[config.mk]
export PLATFORM = sky130hd
export DESIGN_NAME = branch_resolver
export DESIGN_NICKNAME = d
export VERILOG_FILES = /design/src/rtl/branch_pkg.sv /design/src/rtl/bp_meta_stage.sv /design/src/rtl/branch_resolver.sv
export SDC_FILE = /design/constraint.sdc
export NUM_CORES = 1
export LEC_CHECK = 0
export ABC_CLOCK_PERIOD_IN_PS = 2300
export BUFFER_PORTS_ARGS = -buffer_cell sky130_fd_sc_hd__buf_2
export CAP_MARGIN = 20
export CORE_AREA = 2 2 165 167
export CTS_CLUSTER_SIZE = 16
export DETAILED_ROUTE_END_ITERATION = 8
export DIE_AREA = 0 0 167 169
export GPL_ROUTABILITY_DRIVEN = 0
export MAX_ROUTING_LAYER = met4
export PLACE_DENSITY = 0.71
export SLEW_MARGIN = 20
export SYNTH_ARGS = -nofsm -noshare
export SYNTH_HDL_FRONTEND = slang
export SYNTH_SLANG_ARGS = --single-unit
[constraint.sdc]
create_clock -name clk -period 2.3 [get_ports clk]
set_clock_uncertainty 0.15 [all_clocks]
set_input_delay 0.345 -clock clk [delete_from_list [all_inputs] [get_ports clk]]
set_output_delay 0.345 -clock clk [all_outputs]
set_load 0.05 [all_outputs]
[src/rtl/branch_pkg.sv]
// Shared types for the branch resolution pipeline: history width, the
// per-instruction prediction metadata carried from IF to EX, and a
// saturating increment used by the statistics counters.
package branch_pkg;

    localparam int BHR_W = 8;

    typedef struct packed {
        logic [31:0]      pc;
        logic             is_branch;
        logic             is_jump;
        logic             predict_taken;
        logic             use_predicted;
        logic [31:0]      predicted_pc;
        logic [BHR_W-1:0] bhr;
        logic             loc_predict_taken;
        logic             glob_predict_taken;
    } bp_meta_t;

    function automatic logic [31:0] sat_inc(input logic [31:0] v);
        return (v == 32'hFFFF_FFFF) ? v : v + 32'd1;
    endfunction

endpackage

[src/rtl/bp_meta_stage.sv]
// One pipeline register for prediction metadata. Stall holds the stage,
// flush drops the incoming entry (valid goes low), reset clears everything.
module bp_meta_stage
    import branch_pkg::*;
(
    input  logic     clk,
    input  logic     rst,
    input  logic     stall,
    input  logic     flush,
    input  logic     valid_in,
    input  bp_meta_t meta_in,
    output logic     valid_out,
    output bp_meta_t meta_out
);

    // Stage register: reset beats stall, stall beats flush.
    always_ff @(posedge clk) begin
        if (rst) begin
            valid_out <= 1'b0;
            meta_out  <= '0;
        end else if (stall) begin
            valid_out <= valid_out;
            meta_out  <= meta_out;
        end else if (flush) begin
            valid_out <= 1'b0;
            meta_out  <= meta_in;
        end else begin
            valid_out <= valid_in;
            meta_out  <= meta_in;
        end
    end

endmodule

[src/rtl/branch_resolver.sv]
// Carries IF prediction metadata through ID and EX, resolves the EX entry
// against the computed target/condition, issues fetch redirects on a
// mispredict, produces registered predictor-update pulses and keeps
// saturating branch/mispredict statistics.
module branch_resolver
    import branch_pkg::*;
#(
    parameter int BHR_W = branch_pkg::BHR_W
) (
    input  logic             clk,
    input  logic             rst,
    input  logic             if_valid,
    input  logic [31:0]      pc_if,
    input  logic             is_branch_if,
    input  logic             is_jump_if,
    input  logic             predict_taken,
    input  logic             loc_predict_taken_if,
    input  logic             glob_predict_taken_if,
    input  logic [31:0]      predicted_pc,
    input  logic             use_predicted,
    input  logic [BHR_W-1:0] bhr_if,
    input  logic             stall,
    input  logic [31:0]      ex_target,
    input  logic             cmp_out,
    output logic             redirect,
    output logic [31:0]      redirect_pc,
    output logic             is_branch_ex,
    output logic             is_jump_ex,
    output logic [31:0]      pc_ex,
    output logic [31:0]      branch_pc_ex,
    output logic             cmp_out_ex,
    output logic [BHR_W-1:0] bhr_ex,
    output logic             loc_predict_taken_ex,
    output logic             glob_predict_taken_ex,
    output logic [31:0]      branch_count,
    output logic [31:0]      mispredict_count
);

    bp_meta_t if_meta;
    bp_meta_t id_meta;
    bp_meta_t ex_meta;
    logic     id_valid;
    logic     ex_valid;

    logic     resolving;
    logic     res_jump;
    logic     res_branch;
    logic     eff_taken;
    logic     mispredict;

    // Pack the IF-side metadata into the shared struct.
    always_comb begin
        if_meta                    = '0;
        if_meta.pc                 = pc_if;
        if_meta.is_branch          = is_branch_if;
        if_meta.is_jump            = is_jump_if;
        if_meta.predict_taken      = predict_taken;
        if_meta.use_predicted      = use_predicted;
        if_meta.predicted_pc       = predicted_pc;
        if_meta.bhr                = bhr_if;
        if_meta.loc_predict_taken  = loc_predict_taken_if;
        if_meta.glob_predict_taken = glob_predict_taken_if;
    end

    // A redirect kills both the younger entry in ID and the one arriving from IF.
    bp_meta_stage u_id_stage (
        .clk       (clk),
        .rst       (rst),
        .stall     (stall),
        .flush     (redirect),
        .valid_in  (if_valid),
        .meta_in   (if_meta),
        .valid_out (id_valid),
        .meta_out  (id_meta)
    );

    bp_meta_stage u_ex_stage (
        .clk       (clk),
        .rst       (rst),
        .stall     (stall),
        .flush     (redirect),
        .valid_in  (id_valid),
        .meta_in   (id_meta),
        .valid_out (ex_valid),
        .meta_out  (ex_meta)
    );

    // Resolve the EX entry; a jump flag wins over a branch flag.
    always_comb begin
        resolving  = ex_valid && !stall && !rst;
        res_jump   = ex_meta.is_jump;
        res_branch = ex_meta.is_branch && !ex_meta.is_jump;
        eff_taken  = ex_meta.predict_taken && ex_meta.use_predicted;
        mispredict = 1'b0;
        if (res_jump) begin
            mispredict = !ex_meta.use_predicted || (ex_meta.predicted_pc != ex_target);
        end else if (res_branch) begin
            mispredict = (cmp_out != eff_taken) ||
                         (cmp_out && eff_taken && (ex_meta.predicted_pc != ex_target));
        end else begin
            mispredict = ex_meta.use_predicted;
        end

        redirect    = resolving && mispredict;
        redirect_pc = 32'd0;
        if (redirect) begin
            redirect_pc = (res_jump || cmp_out) ? ex_target : ex_meta.pc + 32'd4;
        end
    end

    // Predictor update: flags pulse for one cycle, payload holds otherwise.
    always_ff @(posedge clk) begin
        if (rst) begin
            is_branch_ex          <= 1'b0;
            is_jump_ex            <= 1'b0;
            pc_ex                 <= '0;
            branch_pc_ex          <= '0;
            cmp_out_ex            <= 1'b0;
            bhr_ex                <= '0;
            loc_predict_taken_ex  <= 1'b0;
            glob_predict_taken_ex <= 1'b0;
        end else begin
            is_branch_ex <= resolving && res_branch;
            is_jump_ex   <= resolving && res_jump;
            if (resolving && (res_branch || res_jump)) begin
                pc_ex                 <= ex_meta.pc;
                branch_pc_ex          <= ex_target;
                cmp_out_ex            <= cmp_out || res_jump;
                bhr_ex                <= ex_meta.bhr;
                loc_predict_taken_ex  <= ex_meta.loc_predict_taken;
                glob_predict_taken_ex <= ex_meta.glob_predict_taken;
            end
        end
    end

    // Saturating statistics counters.
    always_ff @(posedge clk) begin
        if (rst) begin
            branch_count     <= '0;
            mispredict_count <= '0;
        end else begin
            if (resolving && (res_branch || res_jump)) begin
                branch_count <= sat_inc(branch_count);
            end
            if (redirect) begin
                mispredict_count <= sat_inc(mispredict_count);
            end
        end
    end

endmodule

[Word-level counts from Yosys, hierarchy flattened]
Index checks and enable logic that the tools add are counted.
Word-level totals
  word-level logic and storage cells: 65
  output and inout port bits: 174
  flip-flop bits (word level): 299
Cells by class
  bitwise operators: 2
  mux-type cells: 6
  add/sub/neg operators: 3
  eq/ne operators: 4
  reductions and logical operators: 20
Operators with widths (count)
  adder 32 x 1 -> 32 bit (second input constant): 2
  == test 32 bit (second input constant): 2
  2-to-1 mux 32 bit: 2
  adder 32 x 3 -> 32 bit (second input constant): 1
  != test 32 bit: 1
  logical AND 1 bit: 10
  zero test 1 bit: 4
  logical OR 1 bit: 4
  2-to-1 mux 1 bit: 4
  AND reduction 2 bit: 2
  inverter 1 bit: 2
  != test 1 bit: 1

[Logic depth before layout (Yosys ltp)]
Gate-level depths: netlist (run 1).
  depth after elaboration: 8
  depth in mapped cells: 10

[By module]
Synthesis (run 1) repeated with hierarchy kept, for this count alone.
Second synthesis, totals
  cells, all modules: 1454
  area, all modules: 12798.5 µm²
By module, submodules not included
  branch_resolver: area each 7213.2 µm², times used 1, cells an instance 942, seq. area each 2822.7 µm²
  bp_meta_stage: area each 2792.7 µm², times used 2, cells an instance 256, seq. area each 1581.5 µm²

[Worst setup path before layout (run 1)]
OpenSTA, ideal clock, no wires.
  path type: input -> output
  start point: input port stall
  end point: output port redirect_pc[25]
  stages: 8
  path slack: -0.992 ns
  arrival: 2.797 ns
  path buffers: 4
  required time: 1.805 ns
  cells stage by stage: buf_2 or3b_1 buf_2 nor2_4 nand2b_1 clkbuf_1 clkbuf_1 a211oi_1
Between the ends
  word-level cells in the longest chain between the ends: 5
Ends and longest elaborated chain
  from (decl): RTL line branch_resolver.sv:22  | input logic stall,
  zero test 1 bit: RTL line branch_resolver.sv:90  | resolving = ex_valid && !stall && !rst;
  logical AND 1 bit (2 in series): RTL line branch_resolver.sv:90
  logical AND 1 bit: RTL line branch_resolver.sv:104  | redirect = resolving && mispredict;
  2-to-1 mux 32 bit: RTL line branch_resolver.sv:106  | if (redirect) begin
  to (decl): RTL line branch_resolver.sv:26  | output logic [31:0] redirect_pc,
Every way passes these cells.

[Worst setup path after layout (run 1)]
  start point: register u_ex_stage.meta_out[22] in the netlist's numbering
  end point: output port redirect_pc[8]
Between the ends
  word-level cells in the longest chain between the ends: 7
  elaborated cells on any way between the ends: 8
  those cells by class: eq/ne: 1; mux: 3; reduce/logical: 4
Ends and longest elaborated chain
  from (decl): RTL line bp_meta_stage.sv:13  | output bp_meta_t meta_out
  from (signal assigned): RTL line bp_meta_stage.sv:23  | meta_out <= meta_out;
  from (signal assigned): RTL line bp_meta_stage.sv:26  | meta_out <= meta_in;
  from (signal assigned): RTL line bp_meta_stage.sv:29  | meta_out <= meta_in;
  != test 32 bit *: RTL line branch_resolver.sv:96, branch_resolver.sv:99
  logical AND 1 bit: RTL line branch_resolver.sv:99  | (cmp_out && eff_taken && (ex_meta.predicted_pc != ex_target));
  logical OR 1 bit: RTL line branch_resolver.sv:98  | mispredict = (cmp_out != eff_taken) ||
  2-to-1 mux 1 bit: RTL line branch_resolver.sv:97  | end else if (res_branch) begin
  2-to-1 mux 1 bit *: RTL line branch_resolver.sv:95  | if (res_jump) begin
  logical AND 1 bit *: RTL line branch_resolver.sv:104
  2-to-1 mux 32 bit *: RTL line branch_resolver.sv:106
Mark *: on every way between the ends. The rest lies on a longest branch, timed or not.

==> metrics.txt, run 1 <==
Placed Area 16,100 um2; Post-Synth Simple-Gate Area 0.224; Port Buf Inserts approximately 290; fin nets 2,033; CP max-delay cell dfxtp_2; Avg WL per Cell roughly 19 um; initial antenna violation count 4; maxcap violations 0; crit start category flop; Mapped Nets 1,560; final hold vios 0; Netlist cell types 58; final setup fails 66; sequential share of the synthesized area 0.470; kind of critical path reg -> out; flops & latches, synth 299; Synth Warn # 0; largest net degree at the start of global routing 168; fill count around 1,900; Layout area overhead 49.6%; clock buffer depth 3; share of cells above drive strength 1 0.361; Ports 289; RSZ-0062 raised after global routing true; WP data required 1.80 ns; post-route insts no fill 2,282; Cells after DPL 2,117; Total GRT Usage 0.297; synthesized-area fraction occupied by xor and xnor cells 0.0550; crit path DAT around 2.8 ns; CP cell instances xor2_1 > nor4_1 > buf_4 > nand4_1 > nor3b_4 > nand2b_4 > buf_12 > nor3_2 > buf_6; area taken by multi-input logic gates 7330 um2; Power Density 598 nW/um2; fin crit period 3.26 ns; CTS tree built; row count 60; multiplexer share of the synthesized area 0.130; total negative slack -34.86 ns; Compound-Gate Fraction of Synth Area 0.0857; GRT overflow 0; Mean Syn Cell Area 8.84 um2; H-tree Lvls 1; die width 167 um; Hold Path Class in -> reg; worst slack at placement -0.570 ns; outcome finished, violations left; failing checks negative setup slack; first drt pass iteration count 5; setup slack after layout -0.962 ns; actual slew at the worst max-slew pin ~1.1 ns; Slew Limit Headroom 0.235; DR DRC count 0; adder-cell share of the synthesized area 0.00393; DP HPWL 27,400 um; ANT nets after route 0; CTS Sinks 299; worst-skew pair later-pin latency 0.56 ns; Critical Path Fanout Max 11; Starting Density 0.481; Worst path max stage delay ~0.33 ns; core area 26,500 um2; routed vias 12,700; Worst Setup End Kind output port; Util after Layout 0.719; Syn Inst Count 1,441; Post-Layout Inst Area 19,100 um2; die area 28,200 um2; Post-Synthesis Cell Area ~13,000 um2; commonest cells after routing, fill and taps aside buf_2 (253), dfxtp_1 (233), nor2_1 (226); largest family of logic cells by synthesized area simple AND/OR/NAND/NOR gates; drt total wl around 43,000 um; final cycle utilization of the critical path 1.42; first-pass GRT wire length 65,800 um; initial DRC count roughly 1,200; vias in the first global route 12,200; Storage cell area 6100 um2; CTS Root Cell clkbuf_16; clock slew at reported path FFs approximately 0.060 ns; Max Fclk ~300 MHz; leakage 8.11 nW; Peak VDD IR 0.000652 V; Final Max Tran Viols 0; CTS Buf Count 31; commonest non-fill, non-tap cell in the layout buf_2; vias per cell 5.54; height of the die 169 um
## cell families after synthesis
logic type,Yosys count
buffers and inverters,101
adders and majority gates,4
muxes,164
and+or+nand+nor,612
xor gates and xnor gates,80
DFF,299
AOI/OAI and AO/OA,181
## per-layer routing
metal  up-vias  wire length, um  track usage
li1       5903                -            -
met1      6073            17500        0.372
met2       553            20600        0.488
met3       121             3020       0.0458
met4         0             1780        0.109
met5         -                0            -
## cell type report
cell class,count,area share
diodes,5,0.000657
clock buffers,47,0.0481
clock inverters,8,0.00486
inverters,7,0.00138
multi-input cells,1041,0.385
flip-flops and latches,299,0.320
well taps,341,0.0224
repair buffers,534,0.218
## critical path, delay by kind of cell (launching register included)
family                 cells  cell delay (ns)
XOR/XNOR                   1             0.16
buffers and inverters      3             0.58
flip-flops                 1             0.33
AND/OR/NAND/NOR            5             1.15
## state kept, by name, indices dropped and copies added, names as in the netlist
register	cells
branch_pc_ex	32
is_jump_ex	1
glob_predict_taken_ex	1
is_branch_ex	1
u_id_stage.valid_out	1
bhr_ex	8
mispredict_count	32
loc_predict_taken_ex	1
u_id_stage.meta_out	78
pc_ex	32
branch_count	32
u_ex_stage.meta_out	78
cmp_out_ex	1
u_ex_stage.valid_out	1
## cells in the mapped netlist, drive strengths merged
cell,n,area share
and2,6,0.0029
o311ai,5,0.0034
a32o,1,0.00079
o22ai,1,0.00049
and4,10,0.0069
mux2,7,0.0062
nor3b,4,0.0031
xor2,60,0.041
xnor2,20,0.014
or3b,2,0.0014
o31ai,13,0.0077
o21ai,14,0.0055
ha,4,0.0039
or2,5,0.0025
nand4,30,0.016
nor4b,2,0.0019
o31a,3,0.0021
and3,16,0.0079
o41ai,2,0.0014
mux2i,157,0.12
a2bb2oi,1,0.00069
nand3,33,0.013
a211oi,28,0.017
a211o,1,0.00069
or4,19,0.011
clkbuf,67,0.020
nand2,195,0.058
nor2b,7,0.0034
nor4,20,0.010
nand2b,4,0.0022
o211ai,4,0.0027
buf,27,0.0098
dfxtp,299,0.47
or3,14,0.0073
nor3,14,0.0077
nor2,231,0.069
inv,7,0.0021
o21a,3,0.0018
a21oi,104,0.041
a2111oi,1,0.0012
## through the flow
| step | power, mW | hold WS (ns) |
|---|---|---|
| after floorplan | 5.97 | 0.282 |
| after global placement | 6.33 | 0.281 |
| after detailed placement | 6.35 | 0.290 |
| after CTS | 11.4 | 0.00184 |
| after global routing | 11.7 | 0.0215 |
| final | 11.4 | 0.0237 |
## final timing paths
check	startpoint	end	slack, ns	depth (start not counted)
worst max register to register	u_ex_stage.meta_out[22]	mispredict_count[12]	-0.23	10
worst max-delay path	u_ex_stage.meta_out[22]	redirect_pc[8]	-0.96	9
worst min register to register	pc_ex[31]	pc_ex[31]	0.30	2
worst min-delay path	ex_target[7]	branch_pc_ex[7]	0.02	4
## where the power goes
part | leakage [nW] | switching, mW | internal, mW
Clock | 0.497 | 2.07 | 2.94
Combinational | 5.15 | 0.538 | 0.469
Sequential | 2.47 | 0.0778 | 5.30
Total | 8.11 | 2.68 | 8.71
## timing repair
item / in CTS / in global routing
hold buffers: 79 / 0
endpoints found under the setup margin: 65 / 80
buffers inserted: 11 / 14
cloned: 6 / 1
endpoints found under the hold margin: 79 / 0
pin swaps: 48 / 49
gates resized for setup: 133 / 61
Power figures use the tool's default switching activity.
==> run 2: changes to the inputs <==
--- a/config.mk
+++ b/config.mk
@@ -13,8 +13,9 @@
 export DETAILED_ROUTE_END_ITERATION = 8
 export DIE_AREA = 0 0 167 169
 export GPL_ROUTABILITY_DRIVEN = 0
+export GPL_TIMING_DRIVEN = 0
 export MAX_ROUTING_LAYER = met4
-export PLACE_DENSITY = 0.71
+export PLACE_DENSITY = 0.75
 export SLEW_MARGIN = 20
 export SYNTH_ARGS = -nofsm -noshare
 export SYNTH_HDL_FRONTEND = slang
==> run 2 against run 1 <==
  * The flow still finishes with violations (negative setup slack)
  * Final area fell by 1.9%
  * Sequential cell count unchanged
  * Clock power rose by 6.8%
  * Global-route usage up 1.7 points
  * Clock-buffer cell count down 6
  * Largest power group unchanged
==> metrics.txt, run 2 (synthesis results as in run 1) <==
outcome finished, violations left; failing checks negative setup slack; share of cells above drive strength 1 0.307 (-0.0539); setup slack after layout -1.00 ns (-0.0383 ns); Peak VDD IR 0.000618 V (-5.2%); commonest cells after routing, fill and taps aside buf_2 (259), dfxtp_1 (238), nor2_1 (225); worst r2r src u_ex_stage.meta_out[42]; final setup fails 66 (unchanged); crit start category flop; clock slew at reported path FFs 0.06 ns (about the same); initial antenna violation count 5 (+1); fin crit period 3.30 ns (+0.0383 ns); Total GRT Usage 0.313 (+0.0166); Top cell by count, worst path clkbuf_16; commonest non-fill, non-tap cell in the layout buf_2; vias in the first global route 12,500 (+2.9%); R2R cell count 10 (unchanged); CTS Root Cell clkbuf_16; kind of critical path reg -> out; DR DRC count 0 (unchanged); Hold Path Class in -> reg; first drt pass iteration count 5 (unchanged); Slew Limit Headroom 0.265 (+0.0299); clock buffer depth 3 (unchanged); largest net degree at the start of global routing 16 (-90%); fin nets 2,028 (-0.25%); first-pass GRT wire length 68,600 um (+4.2%); Worst Setup End Kind output port; CP cell instances xor2_1 > nor4_2 > nand4_1 > nor3b_4 > nand2b_4 > clkbuf_16 > clkbuf_16 > a211oi_4 > buf_6; reg2reg end mispredict_count[28]; DP HPWL 30,000 um (+9.5%); Worst path max stage delay 0.41 ns (+0.08 ns); RSZ-0062 raised after global routing true; initial DRC count 1,089 (-7.3%); Starting Density 0.481 (unchanged); CP max-delay cell nor4_2; GRT overflow 0 (unchanged); leakage 7.86 nW (-3.0%); Port Buf Inserts 287 (-0.35%); actual slew at the worst max-slew pin 1.10 ns (-0.0449 ns); biggest regs u_ex_stage.meta_out x78, u_id_stage.meta_out x78; final cycle utilization of the critical path 1.43 (+0.0167); final hold vios 0 (unchanged); H-tree Lvls 1 (unchanged); height of the die 169 um (unchanged); Final Max Tran Viols 0 (unchanged); die width 167 um (unchanged); R2R setup slack -0.32 ns (-0.09 ns); ANT nets after route 0 (unchanged); die area 28,200 um2 (unchanged); Max Fclk 303 MHz (-1.2%); CTS tree built; crit path DAT 2.81 ns (+0.04 ns); CTS Sinks 299 (unchanged); worst slack at placement -0.822 ns (-0.252 ns); CP Capture Point redirect_pc[13]; routed vias 13,000 (+2.8%); Power Density 627 nW/um2 (+4.8%); WP depth 9 (unchanged); Ports 289 (unchanged); row count 60 (unchanged); worst-skew pair later-pin latency 0.57 ns (about the same); Worst Setup SP u_ex_stage.meta_out[40]; Buf+Inv Stages, Crit Path 3 (unchanged); vias per cell 5.70 (+2.9%); CP delay by family, top simple AND/OR/NAND/NOR gates; total negative slack -37.85 ns (-2.99 ns); core area 26,500 um2 (unchanged); Avg WL per Cell 20.2 um (+7.5%); maxcap violations 0 (unchanged); WP data required 1.80 ns (about the same); Layout area overhead 46.8%; CTS Buf Count 31 (unchanged); Critical Path Fanout Max 5 (-6); drt total wl 46,100 um (+7.4%)
==> run 2: cell types whose count changed in the layout (fill, tap and decap cells not counted), moves of 7 or more <==
cell	previous run	this run
buf_1	0	11
buf_12	28	2
buf_4	134	25
buf_6	32	43
clkbuf_1	8	54
clkbuf_16	32	40
clkbuf_2	0	7
dlygate4sd3_1	79	112
==> run 2: worst min path at each step <==
stage / cells after the start / slack, ns / startpoint / endpoint
floorplan: 2 / 0.28 / u_ex_stage.meta_out[2] / bhr_ex[0]
global placement: 1 / 0.28 / mispredict_count[31] / mispredict_count[31]
detailed placement: 2 / 0.29 / branch_pc_ex[10] / branch_pc_ex[10]
CTS: 4 / 0.09 / rst / is_branch_ex
global route: 4 / 0.12 / rst / is_branch_ex
finish: 4 / 0.11 / rst / is_branch_ex
==> run 2: layout make-up <==
class | instances | area [um2]
timing repair buffer | 438 | 3200
fill | 1905 | 7800
antenna | 5 | 12.5
sequential | 299 | 6090
buffer | 91 | 566
inverter | 7 | 26.3
clock inverter | 17 | 198
tap | 341 | 427
clock buffer | 41 | 895
multi-input combinational | 1041 | 7280
==> run 2: per-stage QoR <==
step	utilization	std cells	hold WS [ns]	area, um2	power [mW]
floorplan	-	1441	0.282	13300	5.97
global placement	0.573	2069	0.282	15200	6.25
detailed placement	0.573	2069	0.294	15200	6.27
CTS	0.693	2262	0.0870	18400	11.7
global route	0.705	2280	0.120	18700	12.0
finish	0.705	2280	0.108	18700	11.7
==> run 2: layer usage <==
metal	GRT usage	routed length, um	vias up
met1	0.383	18600	6293
met2	0.509	21500	631
met3	0.0563	3710	180
met4	0.139	2240	0
li1	-	-	5896
met5	-	0	-
==> run 2: worst reg2reg max path: stages, from the launching register on <==
cell,delay [ns]
dfxtp_4,0.34
and2_4,0.14
ha_4,0.27
or3b_1,0.12
a21oi_2,0.08
nor2_4,0.18
buf_4,0.21
nand4_1,0.22
buf_4,0.25
or4_1,0.42
a21oi_1,0.17
==> run 2: report_power, final <==
group | switching (mW) | internal [mW] | total, mW
combinational | 0.540 | 0.427 | 0.967
sequential | 0.101 | 5.30 | 5.40
clock | 2.17 | 3.18 | 5.35
total | 2.81 | 8.91 | 11.7
==> run 2: repair_timing <==
| action | CTS | global route |
|---|---|---|
| endpoints found under the setup margin | 150 | 221 |
| gates cloned | 7 | 0 |
| buffers inserted | 17 | 16 |
| hold buffers | 112 | 0 |
| gates resized for setup | 166 | 62 |
| endpoints found under the hold margin | 112 | 0 |
| pin swaps | 62 | 29 |
==> run 3: changes to the inputs <==
--- a/config.mk
+++ b/config.mk
@@ -5,13 +5,14 @@
 export SDC_FILE = /design/constraint.sdc
 export NUM_CORES = 1
 export LEC_CHECK = 0
+export ABC_AREA = 1
 export ABC_CLOCK_PERIOD_IN_PS = 2300
 export BUFFER_PORTS_ARGS = -buffer_cell sky130_fd_sc_hd__buf_2
 export CAP_MARGIN = 20
-export CORE_AREA = 2 2 165 167
+export CORE_AREA = 5 5 171 173
 export CTS_CLUSTER_SIZE = 16
 export DETAILED_ROUTE_END_ITERATION = 8
-export DIE_AREA = 0 0 167 169
+export DIE_AREA = 0 0 176 178
 export GPL_ROUTABILITY_DRIVEN = 0
 export GPL_TIMING_DRIVEN = 0
 export MAX_ROUTING_LAYER = met4
==> run 3 against run 2 <==
  * The run still ends with negative setup slack left
  * Highest routed layer unchanged
  * Clock-buffer cell count increased by 7
  * Clock power rose by 1%
  * Synthesized cell count up 30%
  * Power increased by 3.0%
  * Synthesized area up 3.8%
  * Largest cell class unchanged
  * Core utilization decreased by 1.8 points
  * Sequential cell count is the same
  * Setup slack improved by 0.25 ns
  * Wire length grew 13%
  * Largest power group unchanged
  * Global-route usage increased by 0.75 points
==> metrics.txt, run 3 <==
CTS Buf Count 34 (+9.7%); share of cells above drive strength 1 0.255 (-0.0513); R2R cell count 11 (+1); die area 31,300 um2 (+11%); Worst Setup SP u_ex_stage.meta_out[55]; Flop pwr share 0.457 (-0.004); top_reg_cell synth dfxtp_1; clock buffer depth 3 (unchanged); clock power share 0.450 (-0.007); setup slack after layout -0.754 ns (+0.246 ns); Max Fclk 327 MHz (+8.1%); Internal 8.99 mW (+0.97%); CP max-delay cell dfxtp_2; Critical Path Fanout Max 4 (-1); Netlist cell types 40 (-31%); actual slew at the worst max-slew pin 0.897 ns (-0.206 ns); Synth Warn # 0 (unchanged); failing checks negative setup slack; Mapped Nets 1,987 (+27%); Power Density 639 nW/um2 (+2.0%); drt total wl 52,300 um (+13%); top-count cell post-synth nand2_1; DP HPWL 36,300 um (+21%); Slew Limit Headroom 0.402 (+0.138); initial DRC count 1,618 (+49%); first-pass GRT wire length 77,500 um (+13%); WP depth 12 (+3); Cells after DPL 2,501 (+21%); commonest cells after routing, fill and taps aside nand2_1 (334), nor2_1 (314), buf_2 (262); Util after Layout 0.687 (-0.0181); DR DRC count 0 (unchanged); vias in the first global route 14,600 (+17%); worst r2r src mispredict_count[0]; sequential share of the synthesized area 0.453 (-0.0173); RSZ-0062 raised after global routing true; Port Buf Inserts 287 (unchanged); leakage 7.74 nW (-1.5%); ANT nets after route 0 (unchanged); WP data required 1.80 ns (about the same); core area 27,500 um2 (+3.7%); CTS Sinks 299 (unchanged); clock slew at reported path FFs 0.07 ns (about the same); Starting Density 0.481 (+0.000686); die width 176 um (+5.4%); H-tree Lvls 2 (+1); routed vias 15,200 (+17%); worst slack at placement -0.645 ns (+0.177 ns); GRT overflow 0 (unchanged); CP cell instances nand2_4 > inv_2 > nand2_1 > nor2_2 > nand4_1 > nor2_2 > nand3_2 > nor2_1 > nand2_1 > a21oi_2 > nor2_4 > buf_8; post-route insts no fill 2,705 (+19%); asr flop ratio synth 0 (unchanged); initial antenna violation count 4 (-1); Hold Path Class in -> reg; Post-Synthesis Cell Area 13,200 um2 (+3.8%); Peak VDD IR 0.000479 V (-23%); synth top area cells dfxtp_1 (45%), nand2_1 (10%), nor2_1 (9.9%); Avg WL per Cell 19.3 um (-4.4%); biggest regs u_ex_stage.meta_out x78, u_id_stage.meta_out x78; CTS Root Cell clkbuf_16; cell taking the most area after synthesis dfxtp_1; reg2reg end mispredict_count[3]; Synth top area share 0.453 (-0.0173); crit start category flop; Final Max Tran Viols 0 (unchanged); Ports 289 (unchanged); CP Capture Point redirect_pc[28]; final hold vios 0 (unchanged); final setup fails 33 (-50%); Final Total Pwr 12.1 mW (+3.0%); Buf+Inv Stages, Crit Path 2 (-1); flops & latches, synth 299 (unchanged); fin nets 2,449 (+21%); vias per cell 5.64 (-1.1%); Sw Ratio 0.255 (+0.0151); first drt pass iteration count 6 (+1); CTS tree built; Worst path max stage delay 0.37 ns (-0.04 ns); Worst Setup End Kind output port; fin crit period 3.05 ns (-0.246 ns); worst-skew pair later-pin latency 0.53 ns (-0.04 ns); Comb pwr share 0.094 (+0.011); count of flip-flops with a built-in enable after synthesis 0 (unchanged); R2R setup slack 0.11 ns (+0.43 ns); largest net degree at the start of global routing 15 (-1); CP delay by family, top simple AND/OR/NAND/NOR gates; maxcap violations 0 (unchanged); row count 61 (+1.7%); crit path DAT 2.56 ns (-0.25 ns); outcome finished, violations left; final cycle utilization of the critical path 1.33 (-0.107); Syn Inst Count 1,868 (+30%); switching pwr 3.08 mW (+9.5%); commonest non-fill, non-tap cell in the layout nand2_1; height of the die 178 um (+5.3%); kind of critical path reg -> out; Layout area overhead 42.8%; Total GRT Usage 0.321 (+0.00750); Synth top cells by count nand2_1 (358), nor2_1 (349), dfxtp_1 (299); total negative slack -16.63 ns (+21.22 ns); Mean Syn Cell Area 7.08 um2 (-20%)
-- run 3: cell count changes after synthesis, moves of 24 or more --
cell,change
a21oi_1,+68
clkbuf_1,+24
inv_1,+96
mux2i_1,-157
nand2_1,+164
nand4_1,+28
nor2_1,+119
o21ai_0,+186
-- run 3: how the worst min path moves through the flow --
stage	from	endpoint	slack, ns	depth (start not counted)
finish	predicted_pc[28]	u_id_stage.meta_out[38]	0.01	3
global route	ex_target[24]	branch_pc_ex[24]	0.01	3
global placement	u_ex_stage.meta_out[4]	bhr_ex[2]	0.30	2
CTS	ex_target[4]	branch_pc_ex[4]	0.002	3
detailed placement	u_ex_stage.meta_out[9]	bhr_ex[7]	0.30	2
floorplan	u_ex_stage.meta_out[9]	bhr_ex[7]	0.29	2
-- run 3: final cells by class --
type	count	area, um2
fillers	2165	8590
multi-input cells	1349	7220
flip-flops and latches	299	6090
repair buffers	430	3070
clock buffers	48	965
plain buffers	104	519
well taps	346	433
inverters	112	432
clock inverters	12	139
diodes	5	12.5
-- run 3: kinds of logic (layout without fill, tap and decap cells) --
kind of cell             after synthesis  in the layout  synth area share
AO/OA/AOI/OAI                        390            390             0.151
XOR/XNOR                              76             76            0.0503
adder cells (fa/ha/maj)                4              4           0.00378
AND/OR/NAND/NOR                      879            879             0.277
other                                  0              5                 0
flip-flops                           299            299             0.453
buffers and inverters                220            706            0.0647
-- run 3: what timing repair did --
item,4_1_cts,5_1_grt
resized for setup,183,114
gates cloned,3,0
hold buffers,102,0
setup endpoints to repair,64,90
buffers inserted,20,19
pin swaps,33,60
hold endpoints to repair,102,0
-- run 3: worst reg2reg max path: cells and delay by family (launching register included) --
family,cells,cell delay [ns]
buffers and inverters,3,0.40
adders and majority gates,1,0.18
AOI/OAI and AO/OA,1,0.07
and+or+nand+nor,6,0.85
DFF,1,0.39
-- run 3: metal layers --
layer  vias to the layer above  global-route usage  share of wire
met4                         0               0.160          0.057
met5                         -                   -              0
met2                       926               0.519           0.47
met3                       227              0.0634           0.10
met1                      7046               0.385           0.37
li1                       7050                   -              -
-- run 3: power by group through the flow --
stage / clock network [mW] / logic [mW] / registers, mW
global route: 5.72 / 1.22 / 5.52
finish: 5.43 / 1.13 / 5.51
detailed placement: 0 / 0.876 / 5.60
CTS: 5.47 / 1.06 / 5.50
floorplan: 0 / 0.545 / 5.56
global placement: 0 / 0.858 / 5.59
-- run 3: through the flow --
step / area (um2) / hold slack (ns)
floorplan: 13600 / 0.291
global placement: 15500 / 0.300
detailed placement: 15500 / 0.300
CTS: 18400 / 0.00238
global route: 18900 / 0.00971
finish: 18900 / 0.0123
